===== config.mk =====
export PLATFORM = sky130hd
export DESIGN_NAME = izigzag_stream_dbuf
export DESIGN_NICKNAME = d
export VERILOG_FILES = /design/src/rtl/izigzag_stream_dbuf.sv
export SDC_FILE = /design/constraint.sdc
export NUM_CORES = 2
export LEC_CHECK = 0
export CAP_MARGIN = 20
export CORE_MARGIN = 3
export CORE_UTILIZATION = 30
export CTS_BUF_LIST = sky130_fd_sc_hd__clkbuf_16
export CTS_CLUSTER_DIAMETER = 120
export DETAILED_ROUTE_END_ITERATION = 8
export PLACE_DENSITY = 0.47
export SLEW_MARGIN = 20
export SYNTH_ARGS = -nofsm -noshare
export SYNTH_HDL_FRONTEND = slang
export SYNTH_SLANG_ARGS = --single-unit

===== constraint.sdc =====
create_clock -name clock -period 6.9 [get_ports clock]
set_input_delay 1.035 -clock clock [delete_from_list [all_inputs] [get_ports clock]]
set_output_delay 1.035 -clock clock [all_outputs]
set_load 0.03 [all_outputs]

===== src/rtl/izigzag_stream_dbuf.sv =====
// Inverse-zigzag reorder stage with two ping-pong coefficient banks.
// One bank fills from the zigzag-ordered input while the other drains
// row-by-row across NCH output channels. Supports raster bypass, a
// transposed read order and zero-padding of a partial block at end-of-stream.
module izigzag_stream_dbuf #(
  parameter int W   = 16,
  parameter int NCH = 8
) (
  input  logic               clock,
  input  logic               reset,
  input  logic [1:0]         mode,
  input  logic [W-1:0]       ruS_d,
  input  logic               ruS_e,
  input  logic               ruS_v,
  output logic               ruS_b,
  output logic [NCH*W-1:0]   ch_d,
  output logic [NCH-1:0]     ch_e,
  output logic [NCH-1:0]     ch_v,
  input  logic [NCH-1:0]     ch_b
);
  localparam int BPR = 8 / NCH;                 // beats per 8-wide row
  localparam int LB  = $clog2(BPR);
  localparam logic [5:0] LASTB = 6'(64 / NCH - 1);

  // zigzag position k -> natural index, entry k at [(63-k)*6 +: 6]
  localparam logic [383:0] ZZT = {
    6'd0, 6'd1, 6'd8, 6'd16,6'd9, 6'd2, 6'd3, 6'd10,6'd17,6'd24,6'd32,6'd25,6'd18,6'd11,6'd4, 6'd5,
    6'd12,6'd19,6'd26,6'd33,6'd40,6'd48,6'd41,6'd34,6'd27,6'd20,6'd13,6'd6, 6'd7, 6'd14,6'd21,6'd28,
    6'd35,6'd42,6'd49,6'd56,6'd57,6'd50,6'd43,6'd36,6'd29,6'd22,6'd15,6'd23,6'd30,6'd37,6'd44,6'd51,
    6'd58,6'd59,6'd52,6'd45,6'd38,6'd31,6'd39,6'd46,6'd53,6'd60,6'd61,6'd54,6'd47,6'd55,6'd62,6'd63};

  typedef enum logic [1:0] {W_FILL, W_WAIT, W_PAD, W_EOS} wState_t;
  typedef enum logic [1:0] {R_IDLE, R_DRAIN, R_EOS} rState_t;

  wState_t wState, wNext;
  rState_t rState, rNext;

  logic [1:0][63:0][W-1:0] mem;
  logic [1:0]              full;
  logic [1:0][1:0]         bMode;
  logic                    wb, rb, live, eosPend;
  logic [5:0]              k, beat;
  logic [1:0]              wrMode;
  logic [5:0]              wAddr;
  logic                    acc, memWe, fillDone, otherFree, fire, rdLast, eosDone;
  logic [W-1:0]            memWd;
  logic [NCH-1:0][W-1:0]   lane;

  assign ruS_b     = !(live && wState == W_FILL);
  assign acc       = ruS_v && !ruS_b;
  assign memWe     = (wState == W_FILL && acc && !ruS_e) || wState == W_PAD;
  assign memWd     = (wState == W_PAD) ? '0 : ruS_d;
  assign wrMode    = (k == 6'd0) ? mode : bMode[wb];
  assign wAddr     = (wrMode == 2'd1) ? k : ZZT[(63 - int'(k))*6 +: 6];
  assign fillDone  = memWe && k == 6'd63;
  assign fire      = ~|ch_b;
  assign rdLast    = rState == R_DRAIN && fire && beat == LASTB;
  assign eosDone   = rState == R_EOS && fire;
  // the bank we would switch to is free now, or is being released this very cycle
  assign otherFree = !full[~wb] || (rdLast && rb == ~wb);

  // write-side next state
  always_comb begin
    wNext = wState;
    case (wState)
      W_FILL: if (acc) begin
        if (ruS_e)            wNext = (k == 6'd0) ? W_EOS : W_PAD;
        else if (k == 6'd63)  wNext = otherFree ? W_FILL : W_WAIT;
      end
      W_WAIT: if (!full[wb]) wNext = W_FILL;
      W_PAD:  if (k == 6'd63) wNext = W_EOS;
      W_EOS:  if (eosDone)    wNext = W_FILL;
      default: wNext = W_FILL;
    endcase
  end

  // write-side state, zigzag counter, bank pointer and pending EOS
  always_ff @(posedge clock) begin
    if (!reset) begin
      wState <= W_FILL; k <= '0; wb <= 1'b0; live <= 1'b0; eosPend <= 1'b0; bMode <= '0;
    end else begin
      live   <= 1'b1;
      wState <= wNext;
      if (wState == W_FILL && acc && !ruS_e && k == 6'd0) bMode[wb] <= mode;
      if (memWe) k <= k + 6'd1;
      if (fillDone) wb <= ~wb;
      if ((wState == W_PAD && k == 6'd63) || (wState == W_FILL && acc && ruS_e && k == 6'd0))
        eosPend <= 1'b1;
      else if (eosDone)
        eosPend <= 1'b0;
    end
  end

  // coefficient storage; contents are don't-care until the bank is marked full
  always_ff @(posedge clock) begin
    if (memWe) mem[wb][wAddr] <= memWd;
  end

  // bank full flags: set by the filler, cleared by the last drained beat
  always_ff @(posedge clock) begin
    if (!reset) full <= '0;
    else begin
      if (fillDone) full[wb] <= 1'b1;
      if (rdLast)   full[rb] <= 1'b0;
    end
  end

  // read-side next state; a bank completing this cycle starts draining immediately
  always_comb begin
    rNext = rState;
    case (rState)
      R_IDLE:
        if (full[rb] || (fillDone && wb == rb)) rNext = R_DRAIN;
        else if (eosPend)                       rNext = R_EOS;
      R_DRAIN:
        if (rdLast) rNext = (full[~rb] || (fillDone && wb == ~rb)) ? R_DRAIN : R_IDLE;
      R_EOS:
        if (fire) rNext = R_IDLE;
      default: rNext = R_IDLE;
    endcase
  end

  // read-side state, beat counter and read bank pointer
  always_ff @(posedge clock) begin
    if (!reset) begin
      rState <= R_IDLE; beat <= '0; rb <= 1'b0;
    end else begin
      rState <= rNext;
      if (rState == R_DRAIN && fire) beat <= rdLast ? 6'd0 : beat + 6'd1;
      if (rdLast) rb <= ~rb;
    end
  end

  // per-channel read address: row/col from beat, swapped for transposed mode
  for (genvar c = 0; c < NCH; c++) begin : g_lane
    logic [2:0] rowIdx, colIdx;
    assign rowIdx  = 3'(beat >> LB);
    assign colIdx  = 3'((int'(beat) & (BPR - 1)) * NCH + c);
    assign lane[c] = (rState != R_DRAIN) ? '0 :
                     (bMode[rb] == 2'd2) ? mem[rb][{colIdx, rowIdx}] : mem[rb][{rowIdx, colIdx}];
  end

  assign ch_d = lane;
  assign ch_v = {NCH{rState != R_IDLE}};
  assign ch_e = {NCH{rState == R_EOS}};
endmodule


## After elaboration in Yosys (flattened, before gate mapping)

Index checks and enable logic that the tools add are counted.

| cells by class | value |
|---|---|
| equality and inequality tests | 21 |
| muxes and demuxes | 99 |
| multipliers | 1 |
| shift-type cells | 1 |
| bitwise logic cells | 5 |
| order comparisons | 24 |
| reductions and logical operators | 35 |
| add/subtract/negate cells | 3 |

Operator list:

| cell | number |
|---|---|
| 1024-bit 2-to-1 mux | 3 |
| 2048-bit bitwise mux | 1 |
| 1024-bit demux with 1-bit select | 1 |
| 16-bit binary-select mux with 3-bit select | 16 |
| 16-bit 2-to-1 mux | 34 |
| 384-bit by 11-bit variable part select with 6-bit output, first input constant | 1 |
| 16-bit demux with 6-bit select | 1 |
| 6-bit by 7-bit < comparator with 1-bit output, second input constant | 13 |
| 2-bit 2-to-1 mux | 19 |
| 1-bit logical AND | 18 |
| 1-bit 2-to-1 mux | 16 |
| 5-bit by 7-bit < comparator with 1-bit output, second input constant | 2 |
| 6-bit by 1-bit adder with 6-bit output, second input constant | 2 |
| 6-bit 2-to-1 mux | 2 |
| 7-bit by 3-bit multiplier with 10-bit output, second input constant | 1 |
| 2-bit inequality test, second input constant | 5 |
| 2-bit == test, second input constant | 4 |
| 1-bit by 2-bit < comparator with 1-bit output, second input constant | 4 |
| 2-bit case mux with 4 select lines | 1 |
| 8-bit OR reduction | 1 |
| 3-bit by 7-bit < comparator with 1-bit output, second input constant | 1 |
| 4-bit by 7-bit < comparator with 1-bit output, second input constant | 1 |
| 6-bit by 6-bit subtractor with 7-bit output, first input constant | 1 |
| 2-bit by 1-bit == test with 1-bit output, second input constant | 3 |
| other kinds (23) | 38 |

| storage, ports and cells | value |
|---|---|
| output and inout bits | 145 |
| register bits after elaboration | 2074 |
| input bits | 30 |

## Depth between registers and ports, before layout

| logic depth | value |
|---|---|
| depth in word-level cells | 12 |
| mapped depth | 19 |

## Worst setup path after synthesis

No wires, ideal clock.

| timing path | value |
|---|---|
| path type | flip-flop to flip-flop |
| start | reg, netlist name k[1] |
| end | reg mem[1072] in the netlist's numbering, enable pin |
| path slack | 0.886 ns |
| cell stages (with the launch flop) | 16 |
| arrival | 5.584 ns |
| setup time | 0.430 ns |
| required time | 6.470 ns |
| path through | dfxtp_1 -> clkbuf_1 -> inv_1 -> ha_1 -> ha_1 -> inv_1 -> fa_1 -> buf_2 -> buf_4 -> mux4_2 -> a21oi_1 -> nor3_1 -> nor3_1 -> a221o_1 -> nand3_4 -> nor4_1 |

RTL lines:

| item | line | source |
|---|---|---|
| end signal: indexed assignment | 96 | `if (memWe) mem[wb][wAddr] <= memWd;` |
| end: declaration | 38 | `logic [1:0][63:0][W-1:0] mem;` |

## Worst setup path after layout

| timing path | value |
|---|---|
| start | reg rb |
| end | out ch_d[108] |

| between the ends | value |
|---|---|
| cells in the longest elaborated chain, start to end | 6 |

RTL lines:

| item | line | source |
|---|---|---|
| start: declaration | 41 | `logic wb, rb, live, eosPend;` |
| start signal: assignment | 130 | `if (rdLast) rb <= ~rb;` |
| 1024-bit 2-to-1 mux (2 in series) | -- |  |
| 16-bit binary-select mux with 3-bit select | 140 | `(bMode[rb] == 2'd2) ? mem[rb][{colIdx, rowIdx}] : mem[rb][{rowIdx, colIdx}];` |
| 16-bit 2-to-1 mux (not written as such) | 140 |  |
| 16-bit 2-to-1 mux * | 140 |  |
| 16-bit 2-to-1 mux * | 139 | `assign lane[c] = (rState != R_DRAIN) ? '0 :` |
| end: declaration | 16 | `output logic [NCH*W-1:0] ch_d,` |

Mark *: on every way between the ends. The rest lies on a longest branch, timed or not. The select of a mux whose other input is x is not followed.

==> flow_summary.toml <==
[finish]
final_layout_size_suffix_gt1_share_pct = 21.4
nFillCells = 30000
syn2layout_area_growth_pct = 17.9
layout.nets = 6903
final_cell_area_um2 = 112000
mostFrequentLayoutCell = "edfxtp_1"
final_cell_mix = "2,048 x edfxtp_1, 634 x mux2i_1, 413 x buf_4"
instances_no_fill = 11200

[drt]
dr.first_iter.drc_count = 10500
wl_per_cell_um = 37.9
viasPerCell = 5.91
routed_wl_um = 424000
vias = 66200
drtPass1Iterations = 6
antenna_left = 0
drc = 0

[cts]
cts_tree = "yes"
clk_latency_ps = 880
clock-sinks = 2074
cts-root-buf = "clkbuf_16"
cts_buffer_depth = 4
cts_max_level = 4
hold_buffers = 0
numCtsBuffers = 226
clk_pin_slew_ps = 60

[power]
comb_power_share_pct = 4.5
clkPwrFrac_pct = 44.8
powerDensity_nw_per_um2 = 245
p_sw_mw = 6.15
p_total_mw = 27.5
ir_worst_vdd_v = 0.000225
sw_frac_of_total_pct = 22.3
p_leak_nw = 34.3
internal_power_mw = 21.4
pwr-share-seq_pct = 50.8

[yosys]
syn_inst = 6530
netlist_area_um2 = 95100
async_flop_share_pct = 0
ys_seq_elements = 2074
postSynthAreaPerCell_um2 = 14.6
synth_flop_cell = "edfxtp_1"
synth_warnings = 0
synth-seq-area-share_pct = 65.2
syn_nets = 6585
synth.distinct_cells = 86
synth-edff-count = 2048

[die]
die-area_um2 = 324000
ios = 175
die_x_um = 569
start_util_pct = 30.2
num_rows = 206
die_y_um = 569
core_um2 = 315000

[global_routing]
antenna_found_initial = 31
grt_pass1_wl_um = 564000
grt_max_degree = 134
overflow = 0
grt_pass1_vias = 61700
grt_usage_pct = 25.4

[setup_path]
crit_top_cell = "a211oi_1"
path_buf_inv = 2
crit_path_end_kind = "output port"
critical_path_class = "flop to output port"
critPathArrivalTime_ps = 5850
crit_path_cell_trace = "buf_12, mux2i_1, o21ai_0, a21oi_1, nor3_1, a211oi_1, a211oi_1, clkdlybuf4s50_1"
critPathSlowestCell = "nor3_1"
cpLargestDelayFamily = "compound AO/OA/AOI/OAI gates"
worstPathRequired_ps = 5860
max_stage_delay_ps = 1010
crit_fanout = 32
cp-start-kind = "flop"

[timing]
final.setup.tns_ps = 0
finalCriticalPeriod_ps = 6880
finalMaxSlewViolations = 0
setup_viol = 0
max_freq_mhz = 145
final_hold_viol_count = 0
finClkSkew_ps = 58.7
slew_headroom_pct = 15.3
rsz0062_at_grt = "false"
tightest_slew_ps = 1260
period_share_pct = 99.7

[run]
maxCapViolations = 0

[placement]
dp_hpwl_um = 295000
numPortBuffers = 174
finalWeightedCongestion = 0.963
dp_cells = 10800
dpl_cell_area_um2 = 105000

[min_path]
holdCritPathClass = "flop to flop"

[run_status]
status = "finished clean"
per-layer routing:
metal  GRT usage, %  up-vias  part of all wire (%)
met5              0        -                 0.023
met4           11.3       14                   5.2
met3           6.14      598                    11
met2           36.1     4125                    42
li1               -    26600                     -
met1           36.5    34900                    42
power by group through the flow:
stage	clock [mW]	combinational [mW]	sequential (mW)
global route	13.0	1.27	14.0
CTS	12.5	1.22	14.0
detailed placement	0	1.21	14.2
floorplan	0	0.536	14.3
finish	12.3	1.23	14.0
global placement	0	1.21	14.2
final cells by class:
class / instances / area, um^2 / share of cell area, %
antenna: 15 / 37.5 / 0.0335
clock buffer: 228 / 5710 / 5.09
clock inverter: 179 / 1640 / 1.46
inverter: 29 / 126 / 0.113
multi-input combinational: 3886 / 31400 / 28.0
sequential: 2074 / 62000 / 55.3
tap: 4160 / 5200 / 4.64
timing repair buffer: 631 / 5980 / 5.34
logic make-up after synthesis:
logic type / Yosys count / synth area share (%)
AO/OA/AOI/OAI: 1531 / 10.5
XOR/XNOR: 14 / 0.137
adder cells (fa/ha/maj): 25 / 0.337
buffers and inverters: 570 / 2.51
flip-flops: 2074 / 65.2
multiplexers: 1132 / 15.8
AND/OR/NAND/NOR: 1184 / 5.51
what timing repair did:
| item | in CTS | in global routing |
|---|---|---|
| setup endpoints to repair | 1 | 1 |
| gates resized for setup | 2 | 1 |
| pin swaps | 1 | 0 |
| setup buffers | 1 | 0 |
flip-flops by register name, summed over array words and instances, names as in the netlist:
signal and flops:
full 2, mem 2048, bMode 4, wState 2, eosPend 1, rState 2
beat 6, wb 1, rb 1, k 6, live 1
final timing paths:
path	slack, ps	cells past startpoint	end	startpoint
setup / recovery	20	8	ch_d[108]	rb
hold / removal	520	2	eosPend	eosPend
setup reg to reg	830	14	mem[637]	k[2]
hold reg to reg	520	2	eosPend	eosPend
synth_stat cells, types with 12 or more instances:
cell | count | area (um^2)
edfxtp_1 | 2048 | 61500
mux2i_1 | 634 | 6350
nor2_1 | 427 | 1600
a21oi_1 | 400 | 2000
nand2_1 | 369 | 1390
o21ai_0 | 352 | 1760
clkbuf_1 | 317 | 1190
mux4_2 | 273 | 6150
mux2_2 | 225 | 2530
a211oi_1 | 185 | 1390
nor3_1 | 122 | 611
buf_2 | 121 | 606
a221oi_1 | 99 | 867
o22ai_1 | 84 | 526
buf_1 | 80 | 300
nand3_1 | 62 | 310
nor2b_1 | 61 | 382
a21o_1 | 56 | 420
o211ai_1 | 52 | 390
a311oi_1 | 39 | 342
and2_1 | 37 | 231
o221ai_1 | 36 | 315
inv_1 | 28 | 105
dfxtp_1 | 26 | 521
nand2b_1 | 25 | 156
a22oi_1 | 24 | 180
ha_1 | 24 | 300
a31oi_1 | 22 | 138
a2111oi_0 | 21 | 184
buf_4 | 21 | 158
o311ai_0 | 15 | 131
a211o_1 | 14 | 123
nor4_1 | 14 | 87.6
or3_1 | 14 | 87.6
nand4_1 | 13 | 81.3
a221o_1 | 12 | 120
a32oi_1 | 12 | 105
worst min-delay path: cells and delay by family (launching register included):
family	cells	cell delay (ps)
flops	1	310
compound gates	1	110
simple gates	1	50
stage by stage:
step                      worst slack [ps]  utilization, %  hold WS (ps)
after global placement                 771            33.2           503
after detailed placement               845            33.2           506
final                                 18.4            35.6           519
after CTS                              158            35.5           519
after floorplan                        886               -           479
after global routing                  38.6            35.5           561
Power figures use the tool's default switching activity.
